===== config.mk =====
export PLATFORM = sky130hd
export DESIGN_NAME = binary_to_bcd_flat
export DESIGN_NICKNAME = d
export VERILOG_FILES = /design/src/rtl/binary_to_bcd_if.sv /design/src/rtl/binary_to_bcd.sv /design/src/flat_wrapper.sv
export SDC_FILE = /design/constraint.sdc
export NUM_CORES = 1
export LEC_CHECK = 0
export ABC_AREA = 1
export BUFFER_PORTS_ARGS = -buffer_cell sky130_fd_sc_hd__buf_2
export CELL_PAD_IN_SITES_DETAIL_PLACEMENT = 0
export CELL_PAD_IN_SITES_GLOBAL_PLACEMENT = 1
export CORE_MARGIN = 2
export CORE_UTILIZATION = 26
export DETAILED_ROUTE_END_ITERATION = 12
export PLACE_DENSITY_LB_ADDON = 0.08
export SYNTH_ARGS = -nofsm -noshare
export SYNTH_HDL_FRONTEND = slang
export SYNTH_SLANG_ARGS = --single-unit

===== constraint.sdc =====
create_clock -name clk -period 1.1 [get_ports clk]
set_input_delay 0.165 -clock clk [delete_from_list [all_inputs] [get_ports clk]]
set_output_delay 0.165 -clock clk [all_outputs]
set_load 0.005 [all_outputs]

===== src/rtl/binary_to_bcd_if.sv =====
// Start/busy/done handshake and result bus between a requester and binary_to_bcd.
// The master drives the request; the slave (the converter) drives the registered result.
interface binary_to_bcd_if #(
   parameter int SEL_BITS = 2,
   parameter int BIN_BITS = 14
);
   logic                       start;
   logic [BIN_BITS-1:0]        value;
   logic                       busy;
   logic                       done;
   logic [(4<<SEL_BITS)-1:0]   code;
   logic                       overflow;
   logic                       negative;

   modport master (
      output start, value,
      input  busy, done, code, overflow, negative
   );

   modport slave (
      input  start, value,
      output busy, done, code, overflow, negative
   );
endinterface


===== src/rtl/binary_to_bcd.sv =====
// Sequential double-dabble binary to packed-BCD converter feeding the seven-segment display.
// Optional two's-complement input when BINARY_TO_BCD_SIGNED_EN is defined.
module binary_to_bcd #(
   parameter int SEL_BITS = 2,
   parameter int BIN_BITS = 14
) (
   input  logic           clk,
   input  logic           nreset,
   binary_to_bcd_if.slave bus
);
   localparam int NDIG = 1 << SEL_BITS;
   localparam int DW   = 4 * NDIG;
   localparam int CW   = $clog2(BIN_BITS + 1);

   typedef enum logic [1:0] {IDLE, CONVERT, DONE} state_t;

   state_t              state_q;
   logic [BIN_BITS-1:0] bin_q, bin_d, mag;
   logic [DW-1:0]       scr_q, scr_d, adj, code_q;
   logic [CW-1:0]       cnt_q;
   logic                sticky_q, busy_q, done_q, ovf_q;

   // Add-3 correction on every digit in parallel before the shift.
   for (genvar k = 0; k < NDIG; k++) begin : g_adj
      assign adj[4*k +: 4] = (scr_q[4*k +: 4] >= 4'd5) ? scr_q[4*k +: 4] + 4'd3
                                                       : scr_q[4*k +: 4];
   end

   // The bit leaving the top digit (adj[DW-1]) means the value no longer fits.
   assign {scr_d, bin_d} = {adj[DW-2:0], bin_q, 1'b0};

`ifdef BINARY_TO_BCD_SIGNED_EN
   logic sign_in, sign_q, neg_q;
   assign sign_in = bus.value[BIN_BITS-1];
   // Magnitude taken as unsigned so -2^(BIN_BITS-1) still converts correctly.
   assign mag     = sign_in ? (~bus.value) + {{(BIN_BITS-1){1'b0}}, 1'b1} : bus.value;
   assign bus.negative = neg_q;
`else
   assign mag          = bus.value;
   assign bus.negative = 1'b0;
`endif

   always_ff @(posedge clk or negedge nreset) begin
      if (!nreset) begin
         state_q  <= IDLE;
         bin_q    <= '0;
         scr_q    <= '0;
         cnt_q    <= '0;
         sticky_q <= 1'b0;
         busy_q   <= 1'b0;
         done_q   <= 1'b0;
         code_q   <= '0;
         ovf_q    <= 1'b0;
`ifdef BINARY_TO_BCD_SIGNED_EN
         sign_q   <= 1'b0;
         neg_q    <= 1'b0;
`endif
      end else begin
         done_q <= 1'b0;
         case (state_q)
            IDLE: begin
               if (bus.start) begin
                  bin_q    <= mag;
                  scr_q    <= '0;
                  sticky_q <= 1'b0;
                  cnt_q    <= CW'(BIN_BITS);
                  busy_q   <= 1'b1;
                  state_q  <= CONVERT;
`ifdef BINARY_TO_BCD_SIGNED_EN
                  sign_q   <= sign_in;
`endif
               end
            end
            CONVERT: begin
               scr_q <= scr_d;
               bin_q <= bin_d;
               if (adj[DW-1]) sticky_q <= 1'b1;
               cnt_q <= cnt_q - CW'(1);
               if (cnt_q == CW'(1)) begin
                  busy_q  <= 1'b0;
                  state_q <= DONE;
               end
            end
            DONE: begin
               code_q  <= sticky_q ? '1 : scr_q;
               ovf_q   <= sticky_q;
               done_q  <= 1'b1;
               state_q <= IDLE;
`ifdef BINARY_TO_BCD_SIGNED_EN
               neg_q   <= sign_q;
`endif
            end
            default: state_q <= IDLE;
         endcase
      end
   end

   assign bus.busy     = busy_q;
   assign bus.done     = done_q;
   assign bus.code     = code_q;
   assign bus.overflow = ovf_q;
endmodule


===== src/flat_wrapper.sv =====
// flat-port wrapper written by rule: the top's interface ports become plain ports
module binary_to_bcd_flat 
#(
   parameter int SEL_BITS = 2,
   parameter int BIN_BITS = 14
)
  (clk, nreset, bus_start, bus_value, bus_busy, bus_done, bus_code, bus_overflow, bus_negative);
  binary_to_bcd_if #(.SEL_BITS(SEL_BITS), .BIN_BITS(BIN_BITS)) bus_i ();
  input  logic clk;
  input  logic nreset;
  input wire logic [$bits(bus_i.start)-1:0] bus_start;
  input wire logic [$bits(bus_i.value)-1:0] bus_value;
  output wire logic [$bits(bus_i.busy)-1:0] bus_busy;
  output wire logic [$bits(bus_i.done)-1:0] bus_done;
  output wire logic [$bits(bus_i.code)-1:0] bus_code;
  output wire logic [$bits(bus_i.overflow)-1:0] bus_overflow;
  output wire logic [$bits(bus_i.negative)-1:0] bus_negative;
  assign bus_i.start = bus_start;
  assign bus_i.value = bus_value;
  assign bus_busy = bus_i.busy;
  assign bus_done = bus_i.done;
  assign bus_code = bus_i.code;
  assign bus_overflow = bus_i.overflow;
  assign bus_negative = bus_i.negative;
  binary_to_bcd #(.SEL_BITS(SEL_BITS), .BIN_BITS(BIN_BITS)) u_core (.clk(clk), .nreset(nreset), .bus(bus_i));
endmodule

==> qor.yml, run 1 <==
run_status:
  status: "finished, violations left"
  violations: "setup timing"
synth:
  syn_inst: 310
  synth_top_flop_cell: "dfrtp_1"
  synth.distinct_cells: 27
  ys_ff_latch: 56
  yosysSeqAreaShare_pct: 51.0
  avgSynthCellArea_sq_um: 8.87
  ys.warnings.count: 0
  async_reset_ff_share_pct: 100
  synth_area_sq_mm: 0.00275
  synth_edf_count: 0
  synth_fp_nets: 337
floorplanning:
  die_h_um: 107
  die_w_um: 107
  die-area_sq_mm: 0.0114
  initial_core_util_pct: 26.7
  core_sq_mm: 0.0103
  io_pins: 37
  std_cell_rows: 37
cells_and_area:
  fin_cells: 532
  diodes: 0
  fillers: 1061
  final_common_cell: "dfrtp_1"
  layout_common_cells: "54 x dfrtp_1, 38 x nand2_1, 36 x buf_4"
  area_growth_pct: 48.5
  layout.nets: 422
  final_layout_size_suffix_gt1_share_pct: 55.6
routing:
  vias_per_cell: 4.37
  first_iter_violations: 47
  ant_nets: 0
  drt_drc_violations_left: 0
  wl_per_cell_um: 13.0
  vias: 2327
  routed_wl_um: 6940
  dr.pass1.iters: 3
worst_setup_path:
  critPathRequiredTime_ns: 1.33
  r2r-start: "u_core.state_q[1]"
  crit_arrival_ns: 1.41
  critPathMaxFanout: 8
  reg2reg_slack_ns: -0.08
  worst_r2r_endpoint: "u_core.bin_q[9]"
  rr_worst_depth: 6
  worstSetupPathType: "reg2reg"
  critPathCaptureType: "register"
  cp-start-kind: "register"
place:
  dp_hpwl_um: 4310
  port_buffers: 35
  place_inst: 504
  place.gp.congestion: 0.726
  place_ws_ns: -0.122
sta:
  drv_slew: 0
  finClkSkew_ns: 0.00923
  setup_violations: 52
  finalCritPeriodShare_pct: 107
  rsz0062_at_grt: "true"
  fin_ws_ns: -0.0799
  finalHoldViolCount: 0
  fin_crit_ns: 1.18
  max_freq_ghz: 0.848
cts:
  clkTransAtPathRegs_ns: 0.10
  clk_path_buf_depth: 2
  cts_root_buf: "clkbuf_8"
  h-tree-depth: 2
  clock_latency_ns: 0.31
  cts_tree: "done"
  cts_made_buffers: 5
  cts_num_sinks: 56
global_route:
  grt_overflow: 0
  antenna_found_initial: 0
  grt_pass1_wl_um: 11000
  track_usage_pct: 12.2
  grt_pass1_vias: 2316
  grt_max_degree: 57
power_and_ir_drop:
  powerDensity_mw_per_mm2: 2790
  ir_worst_vdd_mv: 0.947
  p_leak_uw: 0.00187
job:
  maxCapViolCount: 0
min_path:
  worstHoldStart: "bus_value[0]"
  hold_path_depth: 2
  min_to: "u_core.bin_q[0]"
  hold_class: "in2reg"
==> report_power, final <==
part           switching (uW)  total (uW)  internal [uW]
sequential                673        3660           2990
clock                     674        1250            578
combinational            3440        6500           3060
==> cell usage after synthesis (3+ instances only) <==
master,instances,share of area [%]
a21oi_1,29,5.3
buf_6,7,2.9
dfrtp_1,56,51
ha_1,10,4.6
inv_1,30,4.1
nand2_1,54,7.4
nand2_2,9,2.0
nand3_1,16,2.9
nand4_1,3,0.68
nor2_1,39,5.3
o211ai_1,4,1.1
o21ai_0,22,4.0
o21ai_1,8,1.5
o21ai_2,5,1.6
==> cells by family (layout without fill, tap and decap cells) <==
logic type	count (synthesis)	after routing	synth area share, %
simple gates	126	127	20.5
other cells	1	1	0.136
flops	56	56	51.0
buf+inv	45	130	8.97
fa+ha+maj	10	10	4.55
compound gates	72	72	14.9
==> critical path, stage by stage (launching register included) <==
cell,delay [ns]
dfrtp_1,0.40
inv_2,0.13
nand2_8,0.11
nand2_8,0.13
buf_12,0.16
nor2_1,0.05
a21oi_1,0.12
==> metrics by stage <==
stage               util [%]  hold WS, ns  TNS (ns)  total power, uW  instance area (sq um)
floorplan                  -       -0.131    -0.295             6560                   2810
global placement        32.8        0.203     -1.39             8330                   3370
detailed placement      32.8        0.196     -2.02             8360                   3370
CTS                     35.6       0.0898     -1.06            10100                   3660
global route            39.7       0.0854     -4.87            12400                   4080
finish                  39.7        0.101     -1.84            11400                   4080
==> cell type report <==
| class | instances | area (sq um) | area share [%] |
|---|---|---|---|
| repair inverters | 1 | 6.26 | 0.153 |
| clock buffers | 8 | 100 | 2.45 |
| well taps | 136 | 170 | 4.17 |
| multi-input cells | 210 | 1540 | 37.6 |
| flip-flops and latches | 56 | 1400 | 34.4 |
| inverters | 34 | 150 | 3.68 |
| repair buffers | 87 | 717 | 17.6 |
==> what timing repair did <==
action	4_1_cts	5_1_grt
gates resized for setup	34	99
endpoints found under the hold margin	56	0
endpoints found under the setup margin	47	53
hold buffers	1	0
pin swaps	14	14
gates cloned	1	3
buffers inserted	12	6
==> how the worst max path moves through the flow <==
stage                       endpoint         startpoint
floorplan            u_core.scr_q[5]    u_core.scr_q[4]
global placement     u_core.scr_q[9]    u_core.scr_q[8]
CTS                 u_core.scr_q[10]    u_core.scr_q[9]
detailed placement   u_core.scr_q[9]    u_core.scr_q[8]
global route         u_core.bin_q[9]  u_core.state_q[1]
finish               u_core.bin_q[9]  u_core.state_q[1]
==> metal layers <==
layer / GRT usage [%] / up-vias / part of all wire [%] / wire length (um)
met4: 3.06 / 0 / 0.50 / 35
met3: 2.43 / 2 / 2.6 / 183
met1: 16.1 / 1125 / 47 / 3260
li1: - / 1176 / - / -
met2: 20.5 / 24 / 50 / 3460
met5: 0 / - / 0 / 0
==> registers in the layout, indices dropped and copies added (netlist names) <==
register             cells
u_core.sticky_q          1
u_core.bus.code         16
u_core.bus.overflow      1
u_core.bin_q            14
u_core.scr_q            16
u_core.state_q           2
u_core.cnt_q             4
u_core.bus.done          1
u_core.bus.busy          1
No activity file was read; power rests on OpenSTA's default activity.
==> run 2, diff against run 1 <==
PLACE_DENSITY = 0.63   (was not set)
PLACE_DENSITY_LB_ADDON = not set   (was 0.08)
==> run 2 against run 1 <==
  * The run still ends with setup timing left
  * Power rose by 1.6%
  * Worst hold slack got worse by 0.0089 ns
  * Global-route usage fell by 0.62 points
  * Cell area rose by 2.0%
  * Utilization rose by 0.78 points
  * Sequential share of layout area fell by 0.69 points
  * First-iteration DRC count fell by 6.4%
  * Cell count rose by 0.75%
  * Wire length fell by 2.3%
  * Die area did not move
==> qor.yml, run 2 (same netlist as run 1, synthesis figures left out) <==
run_status:
  status: "finished, violations left"
  violations: "setup timing"
place:
  place_ws_ns: -0.119  # +0.00270 ns
  place_inst: 508  # +0.79%
  dp_hpwl_um: 4370  # +1.3%
  port_buffers: 35  # unchanged
  place.gp.congestion: 0.837  # +15%
cells_and_area:
  final_common_cell: "dfrtp_1"
  final_util_pct: 40.5  # +0.78 points
  fin_cells: 536  # +0.75%
  area_growth_pct: 51.4
  layout_common_cells: "55 x dfrtp_1, 39 x buf_4, 35 x nand2_1, 35 x buf_2, 21 x nand2_2"
  layout.nets: 426  # +0.95%
  final_layout_size_suffix_gt1_share_pct: 56.0  # +0.44 points
  diodes: 0  # unchanged
sta:
  finClkSkew_ns: 0.00976  # +0.000528 ns
  fin_ws_ns: -0.0826  # -0.00270 ns
  whs_ns: 0.0923  # -0.00894 ns
  drv_slew: 0  # unchanged
  setup_violations: 35  # -33%
  rsz0062_at_grt: "true"
  fin_crit_ns: 1.18  # +0.00270 ns
  finalCritPeriodShare_pct: 108  # +0.25 points
  finalHoldViolCount: 0  # unchanged
  max_freq_ghz: 0.846  # -0.23%
worst_setup_path:
  critPathCaptureType: "register"
  r2r-start: "u_core.state_q[1]"
  startpoint: "u_core.state_q[1]"
  crit_arrival_ns: 1.38  # -0.03 ns
  reg2reg_slack_ns: -0.08  # about the same
  rr_worst_depth: 7  # +1
  cp-endpoint: "u_core.cnt_q[3]"
  worst_r2r_endpoint: "u_core.cnt_q[3]"
  cp-start-kind: "register"
  critPathMaxFanout: 7  # -1
  critPathRequiredTime_ns: 1.29  # -0.04 ns
  worstSetupPathType: "reg2reg"
cts:
  cts_num_sinks: 56  # unchanged
  clk_path_buf_depth: 2  # unchanged
  h-tree-depth: 2  # unchanged
  cts_tree: "done"
  clock_latency_ns: 0.30  # about the same
  clkTransAtPathRegs_ns: 0.10  # about the same
  cts_made_buffers: 5  # unchanged
  cts_root_buf: "clkbuf_8"
global_route:
  antenna_found_initial: 0  # unchanged
  track_usage_pct: 11.6  # -0.62 points
  grt_pass1_wl_um: 10800  # -1.4%
  grt_overflow: 0  # unchanged
  grt_max_degree: 25  # -56%
  grt_pass1_vias: 2318  # +0.086%
power_and_ir_drop:
  internal_power_uw: 6810  # +2.8%
  comb_power_share_pct: 56.1  # -0.9 points
  powerDensity_mw_per_mm2: 2790  # -0.33%
  ir_worst_vdd_mv: 1.26  # +33%
  p_sw_uw: 4790  # about the same
  power.total_uw: 11600  # +1.6%
  switching_share_pct: 41.3  # -0.65 points
  sequentialPowerShare_pct: 32.3  # +0.2 points
  p_leak_uw: 0.00193  # +3.0%
  pwr-share-clk_pct: 11.7  # +0.7 points
min_path:
  hold_class: "in2reg"
routing:
  first_iter_violations: 44  # -6.4%
  vias: 2363  # +1.5%
  wl_per_cell_um: 12.7  # -3.0%
  routed_wl_um: 6780  # -2.3%
  vias_per_cell: 4.41  # +0.79%
  dr.pass1.iters: 4  # +1
  drt_drc_violations_left: 0  # unchanged
  ant_nets: 0  # unchanged
floorplanning:
  core_sq_mm: 0.0103  # unchanged
  die_h_um: 107  # unchanged
  die-area_sq_mm: 0.0114  # unchanged
  io_pins: 37  # unchanged
  initial_core_util_pct: 26.7  # unchanged
  die_w_um: 107  # unchanged
  std_cell_rows: 37  # unchanged
job:
  maxCapViolCount: 0  # unchanged
run 2: area by class of cell:
class,count,area (sq um)
repair buffers,93,787
fillers,1060,6110
flip-flops and latches,56,1400
well taps,136,170
clock buffers,6,72.6
inverters,34,148
clock inverters,2,35.0
multi-input cells,209,1550
run 2: routing by layer:
metal  wire, um  up-vias  GRT usage (%)
met5          0        -              0
met1       3300     1140           16.2
met3        209        2           2.37
li1           -     1186              -
met4         26        0           1.95
met2       3250       35           18.8
run 2: power groups by stage:
stage	Clock [uW]	Combinational (uW)	Sequential [uW]
finish	1350	6500	3740
global route	1490	7160	3870
CTS	1410	5330	3520
detailed placement	0	4890	3550
global placement	0	4800	3540
floorplan	0	3000	3560
run 2: through the flow:
stage | setup TNS (ns) | area, sq um
6_report | -1.41 | 4160
5_1_grt | -4.32 | 4160
4_1_cts | -0.831 | 3750
3_5_place_dp | -1.67 | 3440
3_3_place_gp | -0.845 | 3440
2_1_floorplan | -0.295 | 2810
run 2: worst min path at each step:
stage / from / endpoint / slack, ns / depth (start not counted)
after floorplan: nreset / u_core.bin_q[0] / -0.13 / 0
after global placement: nreset / u_core.bin_q[12] / 0.11 / 1
after detailed placement: nreset / u_core.bin_q[13] / 0.09 / 1
after CTS: bus_value[0] / u_core.bin_q[0] / 0.08 / 2
after global routing: bus_value[0] / u_core.bin_q[0] / 0.08 / 2
final: bus_value[0] / u_core.bin_q[0] / 0.09 / 2
run 2: what timing repair did:
| item | CTS | global route |
|---|---|---|
| gates cloned | 0 | 2 |
| pin swaps | 13 | 19 |
| hold endpoints to repair | 10 | 0 |
| resized for setup | 38 | 101 |
| buffers inserted | 12 | 6 |
| endpoints found under the setup margin | 33 | 54 |
| hold buffers | 1 | 0 |
run 2: worst max-delay path, stage by stage, from the launching register on:
cell,delay (ns)
dfrtp_1,0.41
inv_2,0.11
nand2_4,0.11
nand2_8,0.14
buf_12,0.13
nand2_4,0.04
nand2_2,0.08
nand3_2,0.05
==> run 3, diff against run 2 <==
CORE_ASPECT_RATIO = 1.4   (was not set)
==> run 3 against run 2 <==
  * The flow still finishes with violations (setup timing)
  * Critical path depth shrank 1
  * Combinational power grew 3.4%
  * Sequential cell count is the same
  * Clock-buffer cell count shrank 1
  * Sequential power is essentially flat
  * Die area is essentially flat
  * Register-to-register slack is essentially flat
  * Sequential share of layout area shrank 0.80 points
  * Maximum frequency grew 1.0%
==> qor.yml, run 3 (same netlist as run 1, synthesis figures left out) <==
run_status:
  status: "finished, violations left"
  violations: "setup timing"
floorplanning:
  core_sq_mm: 0.0103  # +0.71%
  die-area_sq_mm: 0.0114  # about the same
  std_cell_rows: 44  # +19%
  die_h_um: 126  # +18%
  die_w_um: 90.9  # -15%
  io_pins: 37  # unchanged
  initial_core_util_pct: 26.6  # -0.19 points
worst_setup_path:
  startpoint: "u_core.state_q[1]"
  critPathCaptureType: "register"
  crit_arrival_ns: 1.40  # +0.02 ns
  worstSetupPathType: "reg2reg"
  cp-start-kind: "register"
  critPathMaxFanout: 7  # unchanged
  r2r-start: "u_core.state_q[1]"
  critPathRequiredTime_ns: 1.33  # +0.04 ns
power_and_ir_drop:
  comb_power_share_pct: 55.6  # -0.5 points
  sequentialPowerShare_pct: 30.8  # -1.5 points
  powerDensity_mw_per_mm2: 2830  # +1.7%
  p_leak_uw: 0.00195  # +1.2%
  internal_power_uw: 7150  # +4.9%
  p_sw_uw: 4940  # +3.3%
  switching_share_pct: 40.9  # -0.39 points
  pwr-share-clk_pct: 13.6  # +1.9 points
  ir_worst_vdd_mv: 1.16  # -8.0%
  power.total_uw: 12100  # +4.3%
sta:
  finalCritPeriodShare_pct: 106  # -1.1 points
  fin_ws_ns: -0.0706  # +0.0120 ns
  finalHoldViolCount: 0  # unchanged
  setup_violations: 32  # -8.6%
  fin_crit_ns: 1.17  # -0.0120 ns
  drv_slew: 0  # unchanged
  tns_ns: -1.41  # +0.00385 ns
  rsz0062_at_grt: "true"
  whs_ns: 0.113  # +0.0205 ns
  max_freq_ghz: 0.854  # +1.0%
  finClkSkew_ns: 0.0109  # +0.00116 ns
cts:
  h-tree-depth: 2  # unchanged
  cts_num_sinks: 56  # unchanged
  cts_made_buffers: 5  # unchanged
  clkTransAtPathRegs_ns: 0.08  # -0.02 ns
  cts_tree: "done"
  clock_latency_ns: 0.31  # about the same
  clk_path_buf_depth: 2  # unchanged
  cts_root_buf: "clkbuf_16"
cells_and_area:
  final_layout_size_suffix_gt1_share_pct: 56.1  # +0.13 points
  layout.nets: 434  # +1.9%
  area_growth_pct: 55.3
  final_common_cell: "dfrtp_1"
  fillers: 1075  # +1.4%
  final_util_pct: 41.2  # +0.73 points
  diodes: 0  # unchanged
  layout_common_cells: "54 x dfrtp_1, 44 x buf_4, 37 x nand2_1"
global_route:
  grt_pass1_vias: 2420  # +4.4%
  grt_pass1_wl_um: 11000  # +2.0%
  grt_max_degree: 32  # +28%
  antenna_found_initial: 0  # unchanged
  track_usage_pct: 11.9  # +0.35 points
  grt_overflow: 0  # unchanged
place:
  dp_hpwl_um: 4340  # -0.68%
  port_buffers: 35  # unchanged
  place.gp.congestion: 0.788  # -5.8%
min_path:
  worstHoldStart: "bus_value[0]"
  hold_class: "in2reg"
job:
  maxCapViolCount: 0  # unchanged
routing:
  dr.pass1.iters: 4  # unchanged
  wl_per_cell_um: 13.1  # +3.7%
  first_iter_violations: 83  # +89%
  routed_wl_um: 7170  # +5.6%
  ant_nets: 0  # unchanged
  drt_drc_violations_left: 0  # unchanged
  vias_per_cell: 4.45  # +0.99%
  vias: 2431  # +2.9%
-- run 3: cell count changes in the layout (fill, tap and decap cells not counted), sizes merged --
cell | before | now
inv | 33 | 35
clkinvlp | 0 | 1
nand2 | 66 | 67
buf | 90 | 94
clkbuf | 8 | 9
bufinv | 1 | 0
-- run 3: area by class of cell --
cell class / count / area [sq um] / share of cell area, %
Clock inverter: 3 / 21.3 / 0.498
Inverter: 34 / 158 / 3.69
Tap cell: 138 / 173 / 4.05
Sequential cell: 56 / 1400 / 32.9
Multi-Input combinational cell: 210 / 1520 / 35.6
Clock buffer: 5 / 125 / 2.93
Timing Repair Buffer: 99 / 858 / 20.1
Timing Repair inverter: 1 / 11.3 / 0.264
-- run 3: final timing paths --
| check | endpoint | slack (ns) | cells past startpoint |
|---|---|---|---|
| worst min register to register | u_core.bus.busy | 0.49 | 2 |
| min in group asynchronous | u_core.bus.code[12] | 0.28 | 2 |
| max in group asynchronous | u_core.state_q[0] | 0.36 | 3 |
| worst max register to register | u_core.bin_q[7] | -0.07 | 6 |
| worst min-delay path | u_core.bin_q[0] | 0.11 | 2 |
| worst max-delay path | u_core.bin_q[7] | -0.07 | 6 |
-- run 3: critical path, cell delays in order (launching register included) --
cell       delay (ns)
dfrtp_1          0.39
inv_2            0.13
nand2_4          0.11
nand2_8          0.14
clkbuf_16        0.18
nor2_2           0.03
a21oi_1          0.11
-- run 3: metrics by stage --
stage               area, sq um  std cells  worst slack, ns
floorplan                  2810        310          -0.0595
global placement           3410        509          -0.0739
detailed placement         3410        509           -0.108
CTS                        3800        532          -0.0812
global route               4270        546           -0.147
finish                     4270        546          -0.0706
-- run 3: power groups by stage --
| stage | Combinational, uW | Clock (uW) | Sequential, uW |
|---|---|---|---|
| 3_3_place_gp | 4680 | 0 | 3540 |
| 3_5_place_dp | 4740 | 0 | 3550 |
| 4_1_cts | 5350 | 1720 | 3540 |
| 5_1_grt | 7420 | 1770 | 3850 |
| 6_report | 6720 | 1650 | 3720 |
| 2_1_floorplan | 3000 | 0 | 3560 |
-- run 3: per-layer routing --
| metal | up-vias | share of wire, % | global-route usage [%] |
|---|---|---|---|
| met5 | - | 0 | 0 |
| met1 | 1182 | 40 | 14.0 |
| met2 | 31 | 55 | 21.4 |
| met4 | 0 | 2.1 | 5.08 |
| li1 | 1210 | - | - |
| met3 | 8 | 2.3 | 2.03 |
-- run 3: what timing repair did --
| item | 4_1_cts | 5_1_grt |
|---|---|---|
| endpoints found under the hold margin | 7 | 0 |
| setup endpoints to repair | 24 | 53 |
| setup buffers | 13 | 9 |
| hold buffers | 1 | 0 |
| pin swaps | 15 | 9 |
| cloned | 1 | 6 |
| gates resized for setup | 37 | 89 |
